`src/rtl/sdram_port_arbiter_if.sv`:
```
// Avalon-MM master bus toward the SDRAM controller interface_* slave port.
// master: arbiter drives address/byteenable_n/chipselect/writedata/read_n/write_n,
//         receives readdata/readdatavalid/waitrequest.  slave: controller side.
interface sdram_port_arbiter_if #(
   parameter int ADDR_W = 25,
   parameter int DATA_W = 16
);
   localparam int BE_W = DATA_W / 8;

   logic [ADDR_W-1:0] interface_address;
   logic [BE_W-1:0]   interface_byteenable_n;
   logic              interface_chipselect;
   logic [DATA_W-1:0] interface_writedata;
   logic              interface_read_n;
   logic              interface_write_n;
   logic [DATA_W-1:0] interface_readdata;
   logic              interface_readdatavalid;
   logic              interface_waitrequest;

   modport master (
      output interface_address, interface_byteenable_n,
      output interface_chipselect, interface_writedata,
      output interface_read_n, interface_write_n,
      input  interface_readdata, interface_readdatavalid,
      input  interface_waitrequest
   );

   modport slave (
      input  interface_address, interface_byteenable_n,
      input  interface_chipselect, interface_writedata,
      input  interface_read_n, interface_write_n,
      output interface_readdata, interface_readdatavalid,
      output interface_waitrequest
   );
endinterface

```
`src/rtl/sdram_port_arbiter.sv`:
```
// Round-robin N-port Avalon-MM arbiter in front of the SDRAM controller.
// Ports: clk_clk/reset_reset; port_* requester side (packed per port);
// bus = controller master interface; pending_count, err_orphan status.
module sdram_port_arbiter #(
   parameter int NUM_PORTS   = 3,
   parameter int ADDR_W      = 25,
   parameter int DATA_W      = 16,
   parameter int MAX_PENDING = 8
) (
   input  logic                          clk_clk,
   input  logic                          reset_reset,
   input  logic [NUM_PORTS*ADDR_W-1:0]   port_address,
   input  logic [NUM_PORTS-1:0]          port_read,
   input  logic [NUM_PORTS-1:0]          port_write,
   input  logic [NUM_PORTS*DATA_W-1:0]   port_writedata,
   input  logic [NUM_PORTS*DATA_W/8-1:0] port_byteenable,
   output logic [NUM_PORTS-1:0]          port_waitrequest,
   output logic [DATA_W-1:0]             port_readdata,
   output logic [NUM_PORTS-1:0]          port_readdatavalid,
   sdram_port_arbiter_if.master          bus,
   output logic [$clog2(MAX_PENDING):0]  pending_count,
   output logic                          err_orphan
);
   localparam int BE_W = DATA_W / 8;
   localparam int PW   = $clog2(NUM_PORTS);
   localparam int FW   = $clog2(MAX_PENDING);
   localparam int CW   = FW + 1;

   typedef enum logic {IDLE, ISSUE} state_t;

   state_t            state_q, state_d;
   logic [PW-1:0]     last_q, last_d;
   logic [PW-1:0]     grant_q, grant_d;
   logic              rd_q, rd_d;
   logic [ADDR_W-1:0] addr_q, addr_d;
   logic [DATA_W-1:0] wdata_q, wdata_d;
   logic [BE_W-1:0]   be_n_q, be_n_d;
   logic              cs_q, cs_d;
   logic              rd_n_q, rd_n_d;
   logic              wr_n_q, wr_n_d;

   logic [PW-1:0]     tag_mem [MAX_PENDING];
   logic [FW-1:0]     wptr_q, rptr_q;
   logic [CW-1:0]     count_q;
   logic [DATA_W-1:0] rdata_q;
   logic [NUM_PORTS-1:0] rvalid_q;
   logic              orphan_q;

   logic [NUM_PORTS-1:0] elig;
   logic              full, found, accept, push, pop, is_wr;
   logic [PW-1:0]     win, idx_c;

   assign full   = (count_q == CW'(MAX_PENDING));
   assign accept = (state_q == ISSUE) && !bus.interface_waitrequest;
   assign push   = accept && rd_q;
   assign pop    = bus.interface_readdatavalid && (count_q != '0);

   // Writes never wait on the tag FIFO; only reads are held off when full.
   assign elig = port_write | (port_read & {NUM_PORTS{~full}});

   // Search starts one past the last winner so every requester is reached.
   always_comb begin
      found = 1'b0;
      win   = '0;
      idx_c = '0;
      for (int k = 1; k <= NUM_PORTS; k++) begin
         idx_c = PW'((int'(last_q) + k) % NUM_PORTS);
         if (!found && elig[idx_c]) begin
            found = 1'b1;
            win   = idx_c;
         end
      end
   end

   always_comb begin
      state_d = state_q;
      last_d  = last_q;
      grant_d = grant_q;
      rd_d    = rd_q;
      addr_d  = addr_q;
      wdata_d = wdata_q;
      be_n_d  = be_n_q;
      cs_d    = cs_q;
      rd_n_d  = rd_n_q;
      wr_n_d  = wr_n_q;
      is_wr   = port_write[win];
      unique case (state_q)
         IDLE: begin
            if (found) begin
               state_d = ISSUE;
               last_d  = win;
               grant_d = win;
               rd_d    = ~is_wr;
               addr_d  = port_address[win*ADDR_W +: ADDR_W];
               wdata_d = port_writedata[win*DATA_W +: DATA_W];
               be_n_d  = ~port_byteenable[win*BE_W +: BE_W];
               cs_d    = 1'b1;
               rd_n_d  = is_wr;
               wr_n_d  = ~is_wr;
            end
         end
         ISSUE: begin
            if (accept) begin
               state_d = IDLE;
               cs_d    = 1'b0;
               rd_n_d  = 1'b1;
               wr_n_d  = 1'b1;
               be_n_d  = '1;
            end
         end
      endcase
   end

   always_ff @(posedge clk_clk) begin
      if (reset_reset) begin
         state_q <= IDLE;
         last_q  <= PW'(NUM_PORTS - 1);
         grant_q <= '0;
         rd_q    <= 1'b0;
         addr_q  <= '0;
         wdata_q <= '0;
         be_n_q  <= '1;
         cs_q    <= 1'b0;
         rd_n_q  <= 1'b1;
         wr_n_q  <= 1'b1;
      end else begin
         state_q <= state_d;
         last_q  <= last_d;
         grant_q <= grant_d;
         rd_q    <= rd_d;
         addr_q  <= addr_d;
         wdata_q <= wdata_d;
         be_n_q  <= be_n_d;
         cs_q    <= cs_d;
         rd_n_q  <= rd_n_d;
         wr_n_q  <= wr_n_d;
      end
   end

   // A read is granted only when not full, and occupancy cannot grow
   // between grant and acceptance, so a push never overflows.
   always_ff @(posedge clk_clk) begin
      if (push) tag_mem[wptr_q] <= grant_q;
   end

   always_ff @(posedge clk_clk) begin
      if (reset_reset) begin
         wptr_q   <= '0;
         rptr_q   <= '0;
         count_q  <= '0;
         rdata_q  <= '0;
         rvalid_q <= '0;
         orphan_q <= 1'b0;
      end else begin
         if (push) wptr_q <= wptr_q + 1'b1;
         if (pop)  rptr_q <= rptr_q + 1'b1;
         count_q  <= count_q + CW'(push) - CW'(pop);
         rvalid_q <= pop ? (NUM_PORTS'(1) << tag_mem[rptr_q]) : '0;
         if (pop) rdata_q <= bus.interface_readdata;
         if (bus.interface_readdatavalid && count_q == '0) orphan_q <= 1'b1;
      end
   end

   assign port_waitrequest   = ~(accept ? (NUM_PORTS'(1) << grant_q) : '0);
   assign port_readdata      = rdata_q;
   assign port_readdatavalid = rvalid_q;
   assign pending_count      = count_q;
   assign err_orphan         = orphan_q;

   assign bus.interface_address      = addr_q;
   assign bus.interface_byteenable_n = be_n_q;
   assign bus.interface_chipselect   = cs_q;
   assign bus.interface_writedata    = wdata_q;
   assign bus.interface_read_n       = rd_n_q;
   assign bus.interface_write_n      = wr_n_q;
endmodule
```
`src/flat_wrapper.sv`:
```
// flat-port wrapper written by rule: the top's interface ports become plain ports
module sdram_port_arbiter_flat 
#(
   parameter int NUM_PORTS   = 3,
   parameter int ADDR_W      = 25,
   parameter int DATA_W      = 16,
   parameter int MAX_PENDING = 8
)
  (clk_clk, reset_reset, port_address, port_read, port_write, port_writedata, port_byteenable, port_waitrequest, port_readdata, port_readdatavalid, pending_count, err_orphan, bus_interface_address, bus_interface_byteenable_n, bus_interface_chipselect, bus_interface_writedata, bus_interface_read_n, bus_interface_write_n, bus_interface_readdata, bus_interface_readdatavalid, bus_interface_waitrequest);
  sdram_port_arbiter_if #(.ADDR_W(ADDR_W), .DATA_W(DATA_W)) bus_i ();
  input  logic clk_clk;
  input  logic reset_reset;
  input  logic [NUM_PORTS*ADDR_W-1:0] port_address;
  input  logic [NUM_PORTS-1:0] port_read;
  input  logic [NUM_PORTS-1:0] port_write;
  input  logic [NUM_PORTS*DATA_W-1:0] port_writedata;
  input  logic [NUM_PORTS*DATA_W/8-1:0] port_byteenable;
  output logic [NUM_PORTS-1:0] port_waitrequest;
  output logic [DATA_W-1:0] port_readdata;
  output logic [NUM_PORTS-1:0] port_readdatavalid;
  output logic [$clog2(MAX_PENDING):0] pending_count;
  output logic err_orphan;
  output wire logic [$bits(bus_i.interface_address)-1:0] bus_interface_address;
  output wire logic [$bits(bus_i.interface_byteenable_n)-1:0] bus_interface_byteenable_n;
  output wire logic [$bits(bus_i.interface_chipselect)-1:0] bus_interface_chipselect;
  output wire logic [$bits(bus_i.interface_writedata)-1:0] bus_interface_writedata;
  output wire logic [$bits(bus_i.interface_read_n)-1:0] bus_interface_read_n;
  output wire logic [$bits(bus_i.interface_write_n)-1:0] bus_interface_write_n;
  input wire logic [$bits(bus_i.interface_readdata)-1:0] bus_interface_readdata;
  input wire logic [$bits(bus_i.interface_readdatavalid)-1:0] bus_interface_readdatavalid;
  input wire logic [$bits(bus_i.interface_waitrequest)-1:0] bus_interface_waitrequest;
  assign bus_interface_address = bus_i.interface_address;
  assign bus_interface_byteenable_n = bus_i.interface_byteenable_n;
  assign bus_interface_chipselect = bus_i.interface_chipselect;
  assign bus_interface_writedata = bus_i.interface_writedata;
  assign bus_interface_read_n = bus_i.interface_read_n;
  assign bus_interface_write_n = bus_i.interface_write_n;
  assign bus_i.interface_readdata = bus_interface_readdata;
  assign bus_i.interface_readdatavalid = bus_interface_readdatavalid;
  assign bus_i.interface_waitrequest = bus_interface_waitrequest;
  sdram_port_arbiter #(.NUM_PORTS(NUM_PORTS), .ADDR_W(ADDR_W), .DATA_W(DATA_W), .MAX_PENDING(MAX_PENDING)) u_core (.clk_clk(clk_clk), .reset_reset(reset_reset), .port_address(port_address), .port_read(port_read), .port_write(port_write), .port_writedata(port_writedata), .port_byteenable(port_byteenable), .port_waitrequest(port_waitrequest), .port_readdata(port_readdata), .port_readdatavalid(port_readdatavalid), .bus(bus_i), .pending_count(pending_count), .err_orphan(err_orphan));
endmodule
```
`config.mk`:
```
export PLATFORM = sky130hd
export DESIGN_NAME = sdram_port_arbiter_flat
export DESIGN_NICKNAME = d
export VERILOG_FILES = /design/src/rtl/sdram_port_arbiter_if.sv /design/src/rtl/sdram_port_arbiter.sv /design/src/flat_wrapper.sv
export SDC_FILE = /design/constraint.sdc
export NUM_CORES = 1
export LEC_CHECK = 0
export ABC_AREA = 1
export BUFFER_PORTS_ARGS = -buffer_cell sky130_fd_sc_hd__buf_2
export CORE_AREA = 2 2 109 111
export CTS_BUF_LIST = sky130_fd_sc_hd__clkbuf_8 sky130_fd_sc_hd__clkbuf_16
export CTS_CLUSTER_DIAMETER = 50
export DETAILED_ROUTE_END_ITERATION = 12
export DIE_AREA = 0 0 111 113
export MAX_ROUTING_LAYER = met4
export PLACE_DENSITY = 0.9
export SETUP_SLACK_MARGIN = 0.05
export SLEW_MARGIN = 20
export SYNTH_ARGS = -nofsm -noshare
export SYNTH_HDL_FRONTEND = slang
export SYNTH_SLANG_ARGS = --single-unit
```
`constraint.sdc`:
```
create_clock -name clk_clk -period 2.45 [get_ports clk_clk]
set_input_delay 0.1225 -clock clk_clk [delete_from_list [all_inputs] [get_ports clk_clk]]
set_output_delay 0.1225 -clock clk_clk [all_outputs]
set_load 0.01 [all_outputs]
```
Word-level counts from Yosys, hierarchy flattened
Memories as Yosys holds them, arrays and structs flattened. A register that Yosys moved wholly into a read port is not among the register bits.
Cells that the tools add are included.
W data, S select, Z words.
{ "word_totals": {"register_bits": 82, "mem_bits_rw": 16, "in_bits": 155, "out_inout_bits": 73, "wordCells": 95, "memories": 1} }
{ "mem_list": {"columns": ["name", "words", "width", "read_ports", "rd_ports_with_merged_regs", "wr", "line", "source"], "rows": [
  ["u_core.tag_mem", 8, 2, 1, 1, 1, "sdram_port_arbiter.sv:42", "logic [PW-1:0] tag_mem [MAX_PENDING];"]
]} }
{ "classes": {"addsub": 7, "n_mul": 1, "n_div": 3, "magnitude_cmp": 4, "eq_ne": 3, "n_shift": 5, "n_mux": 33, "n_bitwise": 8, "reduce_logical": 14} }
{ "op_table": {"columns": ["op", "n"], "rows": [
  ["$mod A32 B3 Y32 const B", 3],
  ["$shiftx A75 B8 Y25", 1],
  ["$shiftx A48 B7 Y16", 1],
  ["$mux W1", 16],
  ["$lt A2 B3 Y1 const B", 4],
  ["$mux W2", 5],
  ["$mux W3", 3],
  ["$bmux W1 S2", 4],
  ["$pmux W1 S2", 4],
  ["$mul A2 B5 Y7 const B", 1],
  ["$add A2 B2 Y3 const B", 2],
  ["$add A3 B1 Y3 const B", 2],
  ["$logic_and A1 B1 Y1", 6],
  ["$shiftx A6 B4 Y2", 1],
  ["$shl A1 B2 Y3 const A", 2],
  ["$add A4 B1 Y4", 1],
  ["$eq A4 B4 Y1 const B", 1],
  ["$logic_not A4 Y1", 1],
  ["$not A1 Y1", 4],
  ["$pmux W2 S2", 1],
  ["$reduce_and A2 Y1", 2],
  ["$reduce_bool A4 Y1", 1],
  ["$sub A4 B1 Y4", 1],
  ["$add A2 B1 Y3 const B", 1],
  ["other kinds (8)", 10]
]} }

Logic depth before layout (Yosys ltp)
{ "logic_depth": {"depth_word": 18, "depth_mapped": 19, "depth_no_buf": 18} }

Worst setup path before layout
OpenSTA, ideal clock, no wires.
{ "synth_path": {"kind": "register to register", "start": "reg u_core.count_q[2], in the netlist u_core.pending_count[2]", "end": "reg u_core.count_q[2], in the netlist u_core.pending_count[2]", "setup_ps": 127, "arrival_ps": 2145, "t_required_ps": 2323, "setup_slack_ps": 178, "stages_incl_launch_ff": 14, "period_less_slack_ps": 2272, "path_cell_list": "dfxtp_1 > inv_1 > ha_1 > nand2_1 > nand2_1 > inv_1 > clkbuf_1 > ha_1 > inv_1 > ha_1 > inv_1 > fa_1 > xor2_1 > nor2_1"} }
{ "synth_between": {"elab_chain_cells": 3, "elab_cells_between_ends": 4} }
{ "synth_lines": {"columns": ["item", "line", "source"], "rows": [
  ["from (decl)", "sdram_port_arbiter.sv:44", "logic [CW-1:0] count_q;"],
  ["from (signal assigned)", "sdram_port_arbiter.sv:157", "count_q <= count_q + CW'(push) - CW'(pop);"],
  ["$reduce_bool A4 Y1", "sdram_port_arbiter.sv:56", "assign pop = bus.interface_readdatavalid && (count_q != '0);"],
  ["$logic_and A1 B1 Y1", "sdram_port_arbiter.sv:56", null],
  ["net u_core.pop", "sdram_port_arbiter.sv:50", "logic full, found, accept, push, pop, is_wr;"],
  ["$sub A4 B1 Y4", "sdram_port_arbiter.sv:157", null]
]} }
The timed path passes the listed nets, and every way through them passes these cells.
A chain may end at the register's enable or synchronous reset.

==> metrics.md <==
| Metric | Value |
|---|---|
| Outcome | `complete, no violations` |
| R2R Path Start | `u_core.grant_q[0]$_SDFFE_PP0P_` |
| Finished Core Util | `62.1%` |
| Startpoint class of the critical path | `flip-flop` |
| Count of different cell masters after synthesis | `32` |
| Peak supply drop | `0.000824 V` |
| Last weighted congestion value of the routability-driven placer | `0.868` |
| First-pass GRT wire length | `23200 um` |
| Number of hold violations in the final report | `0` |
| Starting utilization of the core area | `47.0%` |
| TritonCTS clock tree | `done` |
| Crit path capture type | `flip-flop` |
| Top library cells by usage in the layout, fill and taps aside | `buf_2 (227), nand2_1 (174), inv_1 (125)` |
| Synth Cell Area | `5300 um^2` |
| Worst-Margin Slew | `about 0.82 ns` |
| Share of layout cells above drive strength 1 | `32.3%` |
| Vias after detailed routing | `5564` |
| Number of DRC violations after detailed routing | `0` |
| Switching power | `4.62 mW` |
| Max Clk Rate | `445 MHz` |
| Worst-path clk slew | `around 0.070 ns` |
| Worst Path Max Fanout | `22` |
| Accumulated negative setup slack | `0 ns` |
| Cell internal power dissipation | `roughly 5.4 mW` |
| Most common cell after layout, fill and taps aside | `buf_2` |
| Worst Skew | `about 0.012 ns` |
| Clock share of power | `13.2%` |
| Hold wc startpoint | `bus_interface_readdata[11]` |
| Combinational fraction of design power | `60.7%` |
| Insertion delay of the later-clocked pin in the worst-skew pair | `0.35 ns` |
| Max transition margin | `44.9%` |
| Setup-failing EPs final | `0` |
| Power density over the cells | `1430 nW/um^2` |
| Sequential cell area fraction in the yosys report | `40.8%` |
| Count of state elements after synthesis | `100` |
| Total core area | `11300 um^2` |
| Register cell area after layout | `2160 um^2` |
| Pin count of the biggest net entering global routing | `between 50 and 60` |
| Height of the die | `between 100 and 150 um` |
| Period Utilization, post-route | `91.7%` |
| CP Data Required Time | `2.69 ns` |
| Number of nets in the layout | `roughly 1.1k` |
| FFs w/ async S/R, synth | `0%` |
| Static power due to leakage | `about 3.7 nW` |
| Gr usage total | `between 20% and 30%` |
| Mean instance size in the synthesized netlist | `7.22 um^2` |
| Net count after synthesis | `899` |
| Sum of routed wire length over all layers | `15400 um` |
| Syn. warnings | `0` |
| Number of global-route vias before repair | `5176` |
| Net switching fraction of the power | `46.0%` |
| Antenna Violating Nets Remaining | `0` |
| R2R Setup Slk | `0.20 ns` |
| Min Clock Period, post-route | `2.25 ns` |
| Type of the worst setup path | `reg2reg` |
| Ports | `228` |
| Htree depth | `3` |
| Total grt overflow | `0` |
| Worst hold path depth | `3` |
| Setup repair after global routing missed its margin | `no` |
| Antenna violations before repair | `1` |
| Worst hold endpoint | `u_core.port_readdata[11]$_SDFFE_PP0P_` |
| Part of the power in registers | `26.1%` |
| Type of the worst min-delay path | `in2reg` |
| Number of fillers in the final layout | `974` |
| # Max-Cap Violations | `0` |
| Vias per cell | `just over 5` |
| EDFF count, synth | `16` |
| Number of buffers on the longest clock path | `2` |
| Layout overhead on the synthesized area | `32.3%` |
| Critical R2R Capture | `u_core.bus.interface_writedata[2]$_SDFFE_PP0P_` |
| Primary FF master, synth | `dfxtp_1` |
| Number of placement rows | `39` |
| Initial detailed-routing violation count | `300` |
| Number of buffers created by CTS | `9` |
| Horizontal die dimension | `111 um` |
| Multi-input combinational cell area | `around 2500 um^2` |
| Average wire per cell in the routed design | `approximately 14 um` |
| Total count of max-transition violations in the final report | `0` |
| Reg2reg path depth | `15` |
| WP data arrival | `2.48 ns` |
| DPL Wire Length | `10900 um` |
| Cell count after synthesis | `733` |
| Cell at the root of the clock tree | `clkbuf_16` |
| Pre-antenna DRT Iters | `5` |
| Port Buf Inserts | `227` |
| Floorplan die area | `12500 um^2` |
| Quantity of hold-fixing buffers added after cts | `0` |
| Clock sinks | `100` |
[state kept, by name, indices dropped and copies added (netlist names), 2 cells and up, named ones only]
name	cells
u_core.port_readdatavalid	3
u_core.bus.interface_address	25
u_core.rptr_q	3
u_core.bus.interface_writedata	16
u_core.grant_q	2
u_core.port_readdata	16
u_core.wptr_q	3
u_core.bus.interface_byteenable_n	2
u_core.tag_mem	16
u_core.pending_count	4
[cell type report]
type,count,area share [%]
Inverter,127,7.06
Antenna cell,1,0.0357
Clock inverter,7,0.607
Sequential cell,100,30.9
Timing Repair Buffer,248,20.5
Tap cell,143,2.55
Clock buffer,9,3.22
Multi-Input combinational cell,467,35.2
[how the worst max path moves through the flow]
stage                                             from                                              to  slack, ns
CTS                     u_core.grant_q[0]$_SDFFE_PP0P_   u_core.bus.interface_address[16]$_SDFFE_PP0P_       0.11
floorplan           u_core.pending_count[2]$_SDFF_PP0_              u_core.pending_count[2]$_SDFF_PP0_       0.18
global placement        u_core.grant_q[0]$_SDFFE_PP0P_   u_core.bus.interface_address[12]$_SDFFE_PP0P_       0.22
global route        u_core.pending_count[2]$_SDFF_PP0_       u_core.bus.interface_write_n$_SDFFE_PP1P_       0.03
finish                  u_core.grant_q[0]$_SDFFE_PP0P_  u_core.bus.interface_writedata[2]$_SDFFE_PP0P_       0.20
detailed placement      u_core.grant_q[0]$_SDFFE_PP0P_   u_core.bus.interface_address[16]$_SDFFE_PP0P_       0.13
[logic make-up after synthesis]
kind of cell / synth area share [%]
simple gates: 21.2
compound gates: 21.5
buf+inv: 13.4
flops: 40.8
fa+ha+maj: 2.74
xor+xnor: 0.165
mux: 0.189
[synth_stat cells (all sizes together), types with 3 or more instances]
master | count | area share [%]
o211ai | 42 | 7.8
o32ai | 3 | 0.50
ha | 10 | 2.4
buf | 24 | 3.3
a21oi | 53 | 5.7
clkbuf | 15 | 1.1
edfxtp | 16 | 9.1
inv | 127 | 9.1
nand3 | 31 | 3.0
o21ai | 74 | 7.0
nand2 | 181 | 13
nor2 | 65 | 4.8
dfxtp | 84 | 32
[power groups by stage]
stage	registers, mW	logic, mW	clock network [mW]
2_1_floorplan	2.83	3.91	0
3_3_place_gp	2.62	5.50	0
3_5_place_dp	2.63	5.67	0
4_1_cts	2.61	5.69	1.35
5_1_grt	2.70	6.71	1.42
6_report	2.62	6.10	1.33
[critical path, stage by stage (launching register included)]
cell	delay, ns
dfxtp_1	0.33
buf_4	0.18
ha_2	0.26
inv_1	0.10
nand3_1	0.09
nand2_1	0.06
nand2_1	0.05
nand2_1	0.06
inv_1	0.12
nand3_1	0.09
nand3_1	0.13
nand2_4	0.12
buf_12	0.15
clkbuf_16	0.19
o211ai_1	0.11
a21oi_1	0.09
[stage by stage]
stage	hold WS (ns)	std cells	power, mW	cell area (um^2)	setup slack (ns)
floorplan	0.283	733	6.74	5300	0.178
global placement	0.375	1079	8.12	6570	0.221
detailed placement	0.382	1079	8.30	6570	0.126
CTS	0.0194	1095	9.65	6840	0.112
global route	0.0290	1102	10.8	7000	0.0253
finish	0.0281	1102	10.0	7000	0.203
[layer usage]
layer  routed length [um]  GRT usage [%]
met5                    0              -
met4                  503           9.75
met3                  979           5.62
met2                 7790           41.2
met1                 6120           25.7
[timing repair]
action                     4_1_cts  5_1_grt
setup endpoints to repair        0       46
setup buffers                    0        3
gates resized for setup          0       12
Power figures use the tool's default switching activity.
